**src/rtl/nmos_pkg.sv**
```systemverilog
// Shared definitions for the two-phase NMOS counter models: count direction
// constants, the next-state action encoding and a reusable modulo/saturating
// step function.
package nmos_pkg;

    localparam logic DIR_UP = 1'b0;
    localparam logic DIR_DN = 1'b1;

    // Width used for the count arithmetic so that MOD = 2**32 still fits and
    // an increment of the largest value never overflows silently.
    localparam int CNT_ARITH_W = 33;

    typedef enum logic [1:0] {
        ACT_HOLD = 2'd0,
        ACT_CLR  = 2'd1,
        ACT_LD   = 2'd2,
        ACT_CNT  = 2'd3
    } nmos_act_e;

    // One count step inside 0..mod-1; sat=1 sticks at the range ends instead
    // of wrapping around.
    function automatic logic [CNT_ARITH_W-1:0] nmos_next_cnt(
        input logic [CNT_ARITH_W-1:0] val,
        input logic [CNT_ARITH_W-1:0] mod,
        input logic                   sat,
        input logic                   dir
    );
        logic [CNT_ARITH_W-1:0] last;
        logic [CNT_ARITH_W-1:0] inc;
        logic [CNT_ARITH_W-1:0] res;
        last = mod - 33'd1;
        inc  = val + 33'd1;
        res  = val;
        if (dir == DIR_UP) begin
            if (inc >= mod) begin
                res = sat ? last : 33'd0;
            end else begin
                res = inc;
            end
        end else begin
            if (val == 33'd0) begin
                res = sat ? 33'd0 : last;
            end else begin
                res = val - 33'd1;
            end
        end
        return res;
    endfunction

endpackage

```
**src/rtl/nmos_tr_cell.sv**
```systemverilog
// One-word master/slave register driven by two non-overlapping phase enables
// sampled on a single fast clock. The master captures the next value on PHI2,
// the slave copies the master on PHI1. Both load the reset value
// asynchronously.
module nmos_tr_cell #(
    parameter int               WIDTH   = 8,
    parameter logic [WIDTH-1:0] RST_VAL = '0
) (
    input  logic             clk,
    input  logic             rst,
    input  logic             phi1,
    input  logic             phi2,
    input  logic [WIDTH-1:0] nxt,
    output logic [WIDTH-1:0] slave
);

    logic [WIDTH-1:0] master;

    // Both phases use pre-edge values, so an overlapping PHI1/PHI2 edge hands
    // the old master to the slave while the master takes the new value.
    always_ff @(posedge clk or posedge rst) begin
        if (rst) begin
            master <= RST_VAL;
            slave  <= RST_VAL;
        end else begin
            if (phi2) begin
                master <= nxt;
            end
            if (phi1) begin
                slave <= master;
            end
        end
    end

endmodule

```
**src/rtl/nmos_tr_cnt.sv**
```systemverilog
// Parametrised two-phase toggle-register counter: up/down, modulo-MOD,
// parallel load, synchronous clear, optional saturation and a terminal-count
// flag. Next-state logic lives here; storage is a single nmos_tr_cell.
module nmos_tr_cnt
    import nmos_pkg::*;
#(
    parameter int              WIDTH   = 8,
    parameter longint unsigned MOD     = 64'd1 << WIDTH,
    parameter bit              SAT     = 1'b0,
    parameter longint unsigned RST_VAL = 64'd0
) (
    input  logic             CLK,
    input  logic             R,
    input  logic             C1,
    input  logic             C2,
    input  logic             CLR,
    input  logic             LD,
    input  logic [WIDTH-1:0] D,
    input  logic             T,
    input  logic             DIR,
    output logic [WIDTH-1:0] Q,
    output logic             TC
);

    localparam logic [CNT_ARITH_W-1:0] MOD_EXT = CNT_ARITH_W'(MOD);
    localparam logic [WIDTH-1:0]       LAST    = WIDTH'(MOD - 64'd1);
    localparam logic [WIDTH-1:0]       RST_W   = WIDTH'(RST_VAL);

    nmos_act_e        act;
    logic [WIDTH-1:0] nxt;

    // Pick the PHI2 action by priority: clear beats load beats count.
    always_comb begin
        act = ACT_HOLD;
        if (CLR) begin
            act = ACT_CLR;
        end else if (LD) begin
            act = ACT_LD;
        end else if (T) begin
            act = ACT_CNT;
        end
    end

    // Value offered to the master; always computed from the slave so an
    // overlapping phase edge still sees the pre-edge count.
    always_comb begin
        nxt = Q;
        case (act)
            ACT_CLR: nxt = '0;
            ACT_LD:  nxt = WIDTH'(CNT_ARITH_W'(D) % MOD_EXT);
            ACT_CNT: nxt = WIDTH'(nmos_next_cnt(CNT_ARITH_W'(Q), MOD_EXT, SAT, DIR));
            default: nxt = Q;
        endcase
    end

    nmos_tr_cell #(
        .WIDTH   (WIDTH),
        .RST_VAL (RST_W)
    ) u_cell (
        .clk   (CLK),
        .rst   (R),
        .phi1  (C1),
        .phi2  (C2),
        .nxt   (nxt),
        .slave (Q)
    );

    assign TC = T & ((DIR == DIR_DN) ? (Q == '0) : (Q == LAST));

endmodule

```
**config.mk**
```make
export PLATFORM = sky130hd
export DESIGN_NAME = nmos_tr_cnt
export DESIGN_NICKNAME = d
export VERILOG_FILES = /design/src/rtl/nmos_pkg.sv /design/src/rtl/nmos_tr_cell.sv /design/src/rtl/nmos_tr_cnt.sv
export SDC_FILE = /design/constraint.sdc
export NUM_CORES = 1
export LEC_CHECK = 0
export BUFFER_PORTS_ARGS = -buffer_cell sky130_fd_sc_hd__buf_2
export CAP_MARGIN = 20
export CORE_ASPECT_RATIO = 0.75
export CORE_MARGIN = 8
export CORE_UTILIZATION = 48
export CTS_CLUSTER_DIAMETER = 40
export DETAILED_ROUTE_END_ITERATION = 7
export GPL_ROUTABILITY_DRIVEN = 0
export MAX_ROUTING_LAYER = met4
export PLACE_DENSITY = 0.76
export REMOVE_ABC_BUFFERS = 1
export SLEW_MARGIN = 20
export SYNTH_ARGS = -nofsm -noshare
export SYNTH_HDL_FRONTEND = slang
export SYNTH_SLANG_ARGS = --single-unit
```
**constraint.sdc**
```tcl
create_clock -name CLK -period 2.25 [get_ports CLK]
set_clock_uncertainty 0.2 [all_clocks]
set_input_delay 0.45 -clock CLK [delete_from_list [all_inputs] [get_ports CLK]]
set_output_delay 0.45 -clock CLK [all_outputs]
set_load 0.05 [all_outputs]
```
==> metrics, run 1 <==
max incr delay on CP 430 ps; Yosys top cell by area dfrtp_1; sequential-to-total area share from yosys stat 0.3330; hold_ws -2.353 ps; startpoint type of the worst setup path flop; Iter 0 DRT Violations 185; endpoint class of the critical path primary output; Post-Synthesis Cells 139; Avg Cell Area, Syn 8.650 µm²; delay-heaviest family, CP simple AND/OR/NAND/NOR gates; clk buf depth 2; Slowest cell on crit path or3_4; crit path max fanout 10; critical path data required time 1600 ps; FF+latch count, synth 16; final period utilization 1.144; R2R cell count 8; multi-input logic area 745.7 µm²; PD cells 642.2 nW/µm²; fraction of layout cells with a size suffix above 1 0.3526; final setup violating endpoints 1; Routed Wire Length 3713 µm; commonest non-fill, non-tap cell in the layout buf_2; initial antenna violation count 0; # fillers 195; DRC violations left 0; final slew viol count 0; Post-synth EDFFs 0; starting density of the core 0.5125; share of the synthesized area in the top cell type 0.3330; total global routing overflow 0; CTS Hold Buffers Added 0; Most used DFF post-synth dfrtp_1; final hold violations 7; area added between synthesis and finish 25.60%; Die Height 59.35 µm; critical path class reg2out; RSZ-0062 raised after global routing true; Top cell by count, worst path buf_6; violated checks hold timing, setup timing; core area 2346 µm²; Ys Warns 0; CTS Buf Count 3; ant diodes 0; Reg clk slew, reported paths 110 ps; r2r setup slk 110 ps; largest cells by area after synthesis dfrtp_1 (33%), mux2_2 (4.7%), a21oi_1 (3.3%); fmax 0.3885 GHz; die area 4379 µm²; status finished with violations; Worst Hold Class in2async; total negative slack -323.9 ps; clk_lat worst skew 310 ps; WP data arrival 1920 ps; most frequent cells in the layout buf_2 (23), buf_4 (16), dfrtp_1 (15); largest net degree at the start of global routing 21; HPWL after DPL 2643 µm; Final WS setup -323.9 ps; CTS tree done; FF-to-FF End u_cell.master[1]; Row Count 15; Leakage Power 0.6535 nW; Root Buffer clkbuf_4; FF-to-FF Start u_cell.slave[0]; DRT Pass-1 Iters 5; Rel. slew slack 0.5874; routed vias 1,299; # port buffers 24; crit path time final 2574 ps; H-Tree Depth 1; crit path cell chain buf_6 -> ha_1 -> nand4_1 -> or3_4 -> a21boi_2 -> buf_6; Final ANT Viol Nets 0; worst path bufs/invs 2; fin util 0.6437; # IOs 25; Cell variety after synth 53; number of max-cap violations 0; first-pass GRT wire length 5878 µm; vias in the first global route 1,240; Max VDD drop 0.4572 mV; Vias/cell 6.275; routed length per instance 17.94 µm; Chip Width 73.79 µm; Total GRT Usage 0.1789; nets@finish 192; Worst-Margin Slew 618.2 ps; CTS Sinks 16; Synth async-reset ratio 1.000; Netlist Area Pre-Place 1202 µm²; FF+latch area 401.6 µm²; Pwr Total 0.0009698 W
==> power breakdown <==
part	internal [W]	switching [W]	leakage [nW]
combinational	0.000163	0.000254	0.428
clock	0.0000988	0.000100	0.0210
sequential	0.000324	0.0000301	0.204
==> sequential cells by signal, indices dropped and copies added, names as in the netlist <==
name	count
u_cell.master	8
u_cell.slave	8
==> cell type report <==
class                   instances  share of cell area
clock buffers                   4             0.02403
repair buffers                 41              0.1707
well taps                      34             0.02817
inverters                       7             0.01740
flip-flops and latches         16              0.2659
multi-input cells             105              0.4938
==> per-layer routing <==
layer	vias to the layer above	track usage	part of all wire
met3	16	0.04899	0.096
met4	0	0.07932	0.023
met1	596	0.2072	0.42
met2	96	0.2834	0.46
li1	591	-	-
met5	-	-	0
==> cells in the mapped netlist, types with 2 or more instances <==
master,n
nor3_1,4
dfrtp_1,16
nand2b_1,2
o21ai_1,3
nand4b_1,2
o21a_1,3
o31ai_1,2
nand3_1,8
and2_1,2
or4b_4,2
a21oi_1,8
nand4_1,4
nor2_1,7
buf_2,2
nor4_1,2
o21ai_0,6
mux2_2,5
nand2_1,10
clkbuf_1,8
ha_1,2
o22ai_1,2
xor2_1,2
inv_1,7
==> kinds of logic after synthesis <==
group	count (synthesis)	synth area share
AND/OR/NAND/NOR	52	0.2550
AO/OA/AOI/OAI	42	0.2487
XOR/XNOR	3	0.02186
flip-flops	16	0.3330
buffers and inverters	18	0.06452
adder cells (fa/ha/maj)	2	0.02081
multiplexers	6	0.05619
==> repair_timing <==
action                                 CTS  global route
setup endpoints to repair                1             1
gates resized for setup                  8             2
endpoints found under the hold margin    0             0
pin swaps                                3             0
buffers inserted                         3             0
==> how the worst max path moves through the flow <==
stage                    start  to  slack (ps)  cells past startpoint
2_1_floorplan  u_cell.slave[1]  TC        -860                      5
3_5_place_dp   u_cell.slave[1]  TC        -130                      6
6_report       u_cell.slave[0]  TC        -320                      6
3_3_place_gp   u_cell.slave[1]  TC         -90                      6
4_1_cts        u_cell.slave[0]  TC        -310                      6
5_1_grt        u_cell.slave[0]  TC        -400                      6
==> per-stage QoR <==
step / cell area, µm² / hold WS, ps / worst slack (ps) / cells
floorplan: 1151 / 163.7 / -856.7 / 128
CTS: 1503 / 35.86 / -314.6 / 207
global route: 1510 / 61.80 / -397.7 / 207
finish: 1510 / -2.353 / -323.9 / 207
global placement: 1419 / 257.4 / -88.54 / 200
detailed placement: 1419 / 264.3 / -130.2 / 200
Note: power is estimated with default switching activity, not from simulation.
==> run 2: changes to the inputs <==
- ABC_AREA: not set -> 1
- CORE_UTILIZATION: 48 -> 49
- PLACE_DENSITY: 0.76 -> 0.77
==> run 2 against run 1 <==
  * The run ends with setup timing left
  * Critical endpoint unchanged
  * Largest cell class unchanged
  * Cell count grew 24%
  * Largest power group unchanged
  * Combinational power is 2% higher
  * Sequential cell count is the same
==> metrics, run 2 <==
RSZ-0062 raised after global routing true; cell area after placement 1393 µm² (-1.9%); die area 4409 µm² (+0.69%); CTS Buf Count 3 (unchanged); fin util 0.6677 (+0.02400); final instance area 1567 µm² (+3.7%); routed length per instance 15.38 µm (-14%); Avg Cell Area, Syn 6.696 µm² (-23%); fraction of layout cells with a size suffix above 1 0.3333 (-0.01927); final hold violations 0 (-7); PD cells 641.2 nW/µm² (-0.15%); Final ANT Viol Nets 0 (unchanged); sequential-to-total area share from yosys stat 0.3232 (-0.009754); crit path max fanout 3 (-7); HPWL after DPL 2678 µm (+1.4%); Worst Hold Class in2async; Total GRT Usage 0.1872 (+0.008350); Synth async-reset ratio 1.000 (unchanged); Routed Wire Length 3936 µm (+6.0%); fmax 0.4343 GHz (+12%); area added between synthesis and finish 26.46%; Worst-Margin Slew 649.1 ps (+30.92 ps); post-synthesis mux area share 0 (-0.05619); final slew viol count 0 (unchanged); # IOs 25 (unchanged); DRC violations left 0 (unchanged); Final WS setup -52.61 ps (+271.2 ps); core area 2346 µm² (unchanged); status finished with violations; clk buf depth 2 (unchanged); Post-Synth XOR/XNOR Area 0.01414 (-0.007711); Commonest cells post-synth nand2_1 (57), o21ai_0 (25), dfrtp_1 (16), nand3_1 (16); Adder-Cell Fraction of Synth Area 0.02020 (-0.0006096); Chip Width 74.06 µm (+0.36%); # port buffers 24 (unchanged); violated checks setup timing; Finished Layout Cells 256 (+24%); Top cell by count, worst path nor2_4; vias in the first global route 1,231 (-0.73%); total global routing overflow 0 (unchanged); Inst Count DP 242 (+21%); ant diodes 0 (unchanged); critical path data required time 1600 ps (about the same); routed vias 1,444 (+11%); Post-Synthesis Cells 185 (+33%); share of the synthesized area in the top cell type 0.3232 (-0.009754); commonest non-fill, non-tap cell in the layout nand2_1; main combinational cell family by area after synthesis simple AND/OR/NAND/NOR gates; Vias/cell 5.641 (-10%); Slowest cell on crit path dfrtp_2; Largest regs u_cell.master: 8 flops, u_cell.slave: 8 flops; CTS tree done; crit path cell chain inv_2 -> ha_4 -> nand3_4 -> nor2_4 -> nor2_4 -> nor3b_2 -> buf_6; crit path time final 2303 ps (-271.2 ps); Ys Warns 0 (unchanged); Iter 0 DRT Violations 251 (+36%); Yosys top cell by area dfrtp_1; H-Tree Depth 1 (unchanged); Root Buffer clkbuf_4; largest net degree at the start of global routing 17 (-19%); starting density of the core 0.5280 (+0.01547); largest cells by area after synthesis dfrtp_1 (32%), nand2_1 (17%), o21ai_0 (10%); max incr delay on CP 470 ps (+40 ps); initial antenna violation count 0 (unchanged); final period utilization 1.023 (-0.1206); startpoint type of the worst setup path flop; CTS Sinks 16 (unchanged); count leader, synth nand2_1; Row Count 15 (unchanged); Reg clk slew, reported paths 110 ps (about the same); endpoint class of the critical path primary output; critical path class reg2out; Die Height 59.54 µm (+0.33%); Leakage Power 0.7798 nW (+19%); WP data arrival 1650 ps (-270 ps); number of max-cap violations 0 (unchanged); clk_lat worst skew 300 ps (about the same); nets@finish 241 (+26%); simple-gate area share of the yosys netlist 0.3808 (+0.1259); final setup violating endpoints 1 (unchanged); Netlist Area Pre-Place 1239 µm² (+3.0%); Rel. slew slack 0.5668 (-0.02063); FF+latch count, synth 16 (unchanged); # fillers 189 (-3.1%); Compound-Gate Fraction of Synth Area 0.1495 (-0.09920); delay-heaviest family, CP flip-flops; Max VDD drop 0.3100 mV (-32%); Post-synth EDFFs 0 (unchanged); Cell variety after synth 26 (-51%); first-pass GRT wire length 6154 µm (+4.7%); DRT Pass-1 Iters 5 (unchanged); Most used DFF post-synth dfrtp_1; worst path bufs/invs 2 (unchanged); most frequent cells in the layout nand2_1 (57), o21ai_0 (25), buf_2 (23)
run 2: cell type report:
| class | count | area [µm²] | share of cell area |
|---|---|---|---|
| multi-input combinational | 142 | 749.5 | 0.4784 |
| timing repair buffer | 39 | 239.0 | 0.1526 |
| sequential | 16 | 406.6 | 0.2596 |
| clock buffer | 4 | 36.28 | 0.02316 |
| tap | 34 | 42.54 | 0.02716 |
| inverter | 21 | 92.59 | 0.05911 |
run 2: power by group:
part	total, W	switching, W	internal (W)
sequential	0.000375	0.0000508	0.000324
combinational	0.000426	0.000270	0.000157
clock	0.000203	0.000104	0.0000987
total	0.00100	0.000425	0.000580
run 2: through the flow:
| stage | worst slack (ps) | hold slack [ps] | total power, W | setup TNS [ps] |
|---|---|---|---|---|
| 2_1_floorplan | -905.7 | 163.7 | 0.0006142 | -905.7 |
| 5_1_grt | -71.93 | 71.18 | 0.001052 | -71.93 |
| 3_3_place_gp | 105.5 | 263.0 | 0.0007221 | 0 |
| 3_5_place_dp | 65.91 | 264.4 | 0.0007293 | 0 |
| 4_1_cts | -5.753 | 34.83 | 0.0009886 | -5.753 |
| 6_report | -52.61 | 12.86 | 0.001004 | -52.61 |
run 2: cells by family (layout without fill, tap and decap cells):
group                    count (synthesis)  in the layout
AND/OR/NAND/NOR                        102            102
AO/OA/AOI/OAI                           36             36
buffers and inverters                   27             64
flip-flops                              16             16
adder cells (fa/ha/maj)                  2              2
XOR/XNOR                                 2              2
run 2: what timing repair did:
action	in CTS	in global routing
resized for setup	14	3
pin swaps	7	0
setup endpoints to repair	1	1
hold buffers	0	0
setup buffers	9	1
run 2: path summary, 6_finish.rpt:
path	cells past startpoint	endpoint	slack, ps	from
hold / removal	2	u_cell.master[1]	10	R
max in group asynchronous	2	u_cell.slave[6]	1370	R
setup reg to reg	12	u_cell.master[6]	230	u_cell.slave[1]
setup / recovery	7	TC	-50	u_cell.slave[1]
min in group CLK	5	u_cell.master[7]	260	D[7]
hold reg to reg	2	u_cell.master[5]	290	u_cell.master[5]
run 2: per-layer routing:
layer  up-vias  wire length (µm)  global-route usage
li1        667                 -                   -
met5         -                 0                   -
met2       110              1709              0.2663
met4         0               102             0.05666
met1       646              1680              0.2495
met3        21               443             0.05068
==> run 3: changes to the inputs <==
- CORE_UTILIZATION: 49 -> 40
- PLACE_DENSITY: 0.77 -> 0.66
==> run 3 against run 2 <==
  * The run still ends with setup timing left
  * Combinational power down 4%
  * Utilization is 14 points lower
  * Final area decreased by 1.3%
  * Critical path depth did not move
  * First-iteration DRC count down 60%
  * Non-clock buffer count down 4
  * Sequential share of layout area is 0.068 points lower
  * Sequential power decreased by 3%
  * Worst hold slack improved by 46 ps
  * Setup slack better by 36 ps
  * Cell count stayed put
  * Die area increased by 17%
  * Largest cell class unchanged
==> metrics, run 3 (same netlist as run 2, synthesis figures left out) <==
commonest non-fill, non-tap cell in the layout nand2_1; Sequential Power Share 0.352 (-0.021); CTS Sinks 16 (unchanged); final slew viol count 0 (unchanged); Vias/cell 5.059 (-10%); ant diodes 0 (unchanged); clk_lat worst skew 250 ps (-50 ps); Final WS setup -16.53 ps (+36.07 ps); fmax 0.4412 GHz (+1.6%); fraction of layout cells with a size suffix above 1 0.2982 (-0.03517); max incr delay on CP 430 ps (-40 ps); Leakage Power 0.7741 nW (-0.73%); Worst Hold Class in2async; area added between synthesis and finish 24.85%; Switch Pwr 0.0004142 W (-2.5%); vias in the first global route 1,286 (+4.5%); DRC violations left 0 (unchanged); Max VDD drop 0.4199 mV (+35%); Slowest cell on crit path dfrtp_1; most frequent cells in the layout nand2_1 (57), o21ai_0 (25), buf_2 (23); crit path time final 2267 ps (-36.07 ps); Final ANT Viol Nets 0 (unchanged); nets@finish 237 (-1.7%); initial antenna violation count 0 (unchanged); DRT Pass-1 Iters 4 (-1); Iter 0 DRT Violations 100 (-60%); Finished Layout Cells 256 (unchanged); Row Count 17 (+2); Inst Count DP 248 (+2.5%); crit path max fanout 4 (+1); Rel. slew slack 0.5861 (+0.01930); Top cell by count, worst path nor2_4; number of max-cap violations 0 (unchanged); crit path cell chain inv_2 -> ha_4 -> nand3_4 -> nor2_4 -> nor2_4 -> nor3b_2 -> buf_6; WP data arrival 1620 ps (-30 ps); Largest regs u_cell.master: 8 flops, u_cell.slave: 8 flops; startpoint type of the worst setup path flop; CTS Hold Buffers Added 0 (unchanged); critical path data required time 1600 ps (about the same); total negative slack -16.53 ps (+36.07 ps); Comb power frac 0.393 (-0.031); violated checks setup timing; # IOs 25 (unchanged); routed vias 1,295 (-10%); Switching Fraction 0.3996 (-0.02337); PD cells 670.3 nW/µm² (+4.5%); status finished with violations; Internal 0.0006224 W (+7.4%); Clock power frac 0.255 (+0.053); Die Height 64.19 µm (+7.8%); Reg clk slew, reported paths 70 ps (-40 ps); starting density of the core 0.4190 (-0.1090); Total GRT Usage 0.1564 (-0.03079); clk buf depth 2 (unchanged); die area 5152 µm² (+17%); Worst-Margin Slew 620.2 ps (-28.92 ps); endpoint class of the critical path primary output; core area 2957 µm² (+26%); H-Tree Depth 1 (unchanged); routed length per instance 14.39 µm (-6.4%); HPWL after DPL 2752 µm (+2.7%); final setup violating endpoints 1 (unchanged); CTS tree done; # port buffers 24 (unchanged); final period utilization 1.007 (-0.01603); first-pass GRT wire length 6361 µm (+3.4%); total global routing overflow 0 (unchanged); Root Buffer clkbuf_8; CTS Buf Count 3 (unchanged); critical path class reg2out; Routed Wire Length 3684 µm (-6.4%); Chip Width 80.26 µm (+8.4%); RSZ-0062 raised after global routing true; largest net degree at the start of global routing 17 (unchanged); final hold violations 0 (unchanged)
-- run 3: power groups by stage --
stage	Clock, W	Sequential [W]	Combinational, W
global placement	0	0.000365	0.000368
detailed placement	0	0.000366	0.000367
finish	0.000265	0.000365	0.000407
global route	0.000283	0.000370	0.000446
floorplan	0	0.000431	0.000183
CTS	0.000269	0.000361	0.000390
-- run 3: per-layer routing --
layer / wire (µm) / global-route usage / up-vias
li1: - / - / 666
met1: 1847 / 0.2258 / 573
met2: 1501 / 0.2175 / 52
met3: 302 / 0.03631 / 4
met4: 32 / 0.02036 / 0
met5: 0 / - / -
-- run 3: worst max-delay path: cells and delay by family (launching register included) --
kind	cells	cell delay, ps
fa+ha+maj	1	150
flops	1	430
simple gates	4	480
buf+inv	2	290
-- run 3: area by class of cell --
type,count,area (µm²)
Fill cell,311,1410
Multi-Input combinational cell,142,742.0
Sequential cell,16,400.4
Timing Repair Buffer,35,209.0
Inverter,21,92.59
Clock buffer,4,55.05
Tap cell,38,47.55
-- run 3: metrics by stage --
step | util | setup slack [ps] | power, W | cell area [µm²] | hold slack, ps
after floorplan | - | -905.7 | 0.0006142 | 1192 | 163.7
after global placement | 0.4778 | 131.2 | 0.0007326 | 1413 | 261.3
after detailed placement | 0.4778 | 103.8 | 0.0007326 | 1413 | 268.6
after CTS | 0.5133 | 24.62 | 0.001021 | 1518 | 85.91
after global routing | 0.5231 | -80.00 | 0.001098 | 1546 | 132.3
final | 0.5231 | -16.53 | 0.001037 | 1546 | 59.31
-- run 3: worst paths after layout --
| check | slack, ps | endpoint | cells past startpoint | startpoint |
|---|---|---|---|---|
| worst max-delay path | -20 | TC | 7 | u_cell.slave[1] |
| worst min-delay path | 60 | u_cell.master[2] | 2 | R |
| worst max register to register | 370 | u_cell.master[6] | 12 | u_cell.slave[1] |
| worst min register to register | 280 | u_cell.slave[6] | 2 | u_cell.master[6] |
| max in group asynchronous | 1390 | u_cell.master[5] | 2 | R |
| min in group CLK | 280 | u_cell.slave[6] | 2 | u_cell.master[6] |
-- run 3: what timing repair did --
action | CTS | global route
gates cloned | 0 | 0
endpoints found under the setup margin | 1 | 1
pin swaps | 2 | 3
buffers inserted | 3 | 1
gates resized for setup | 8 | 3
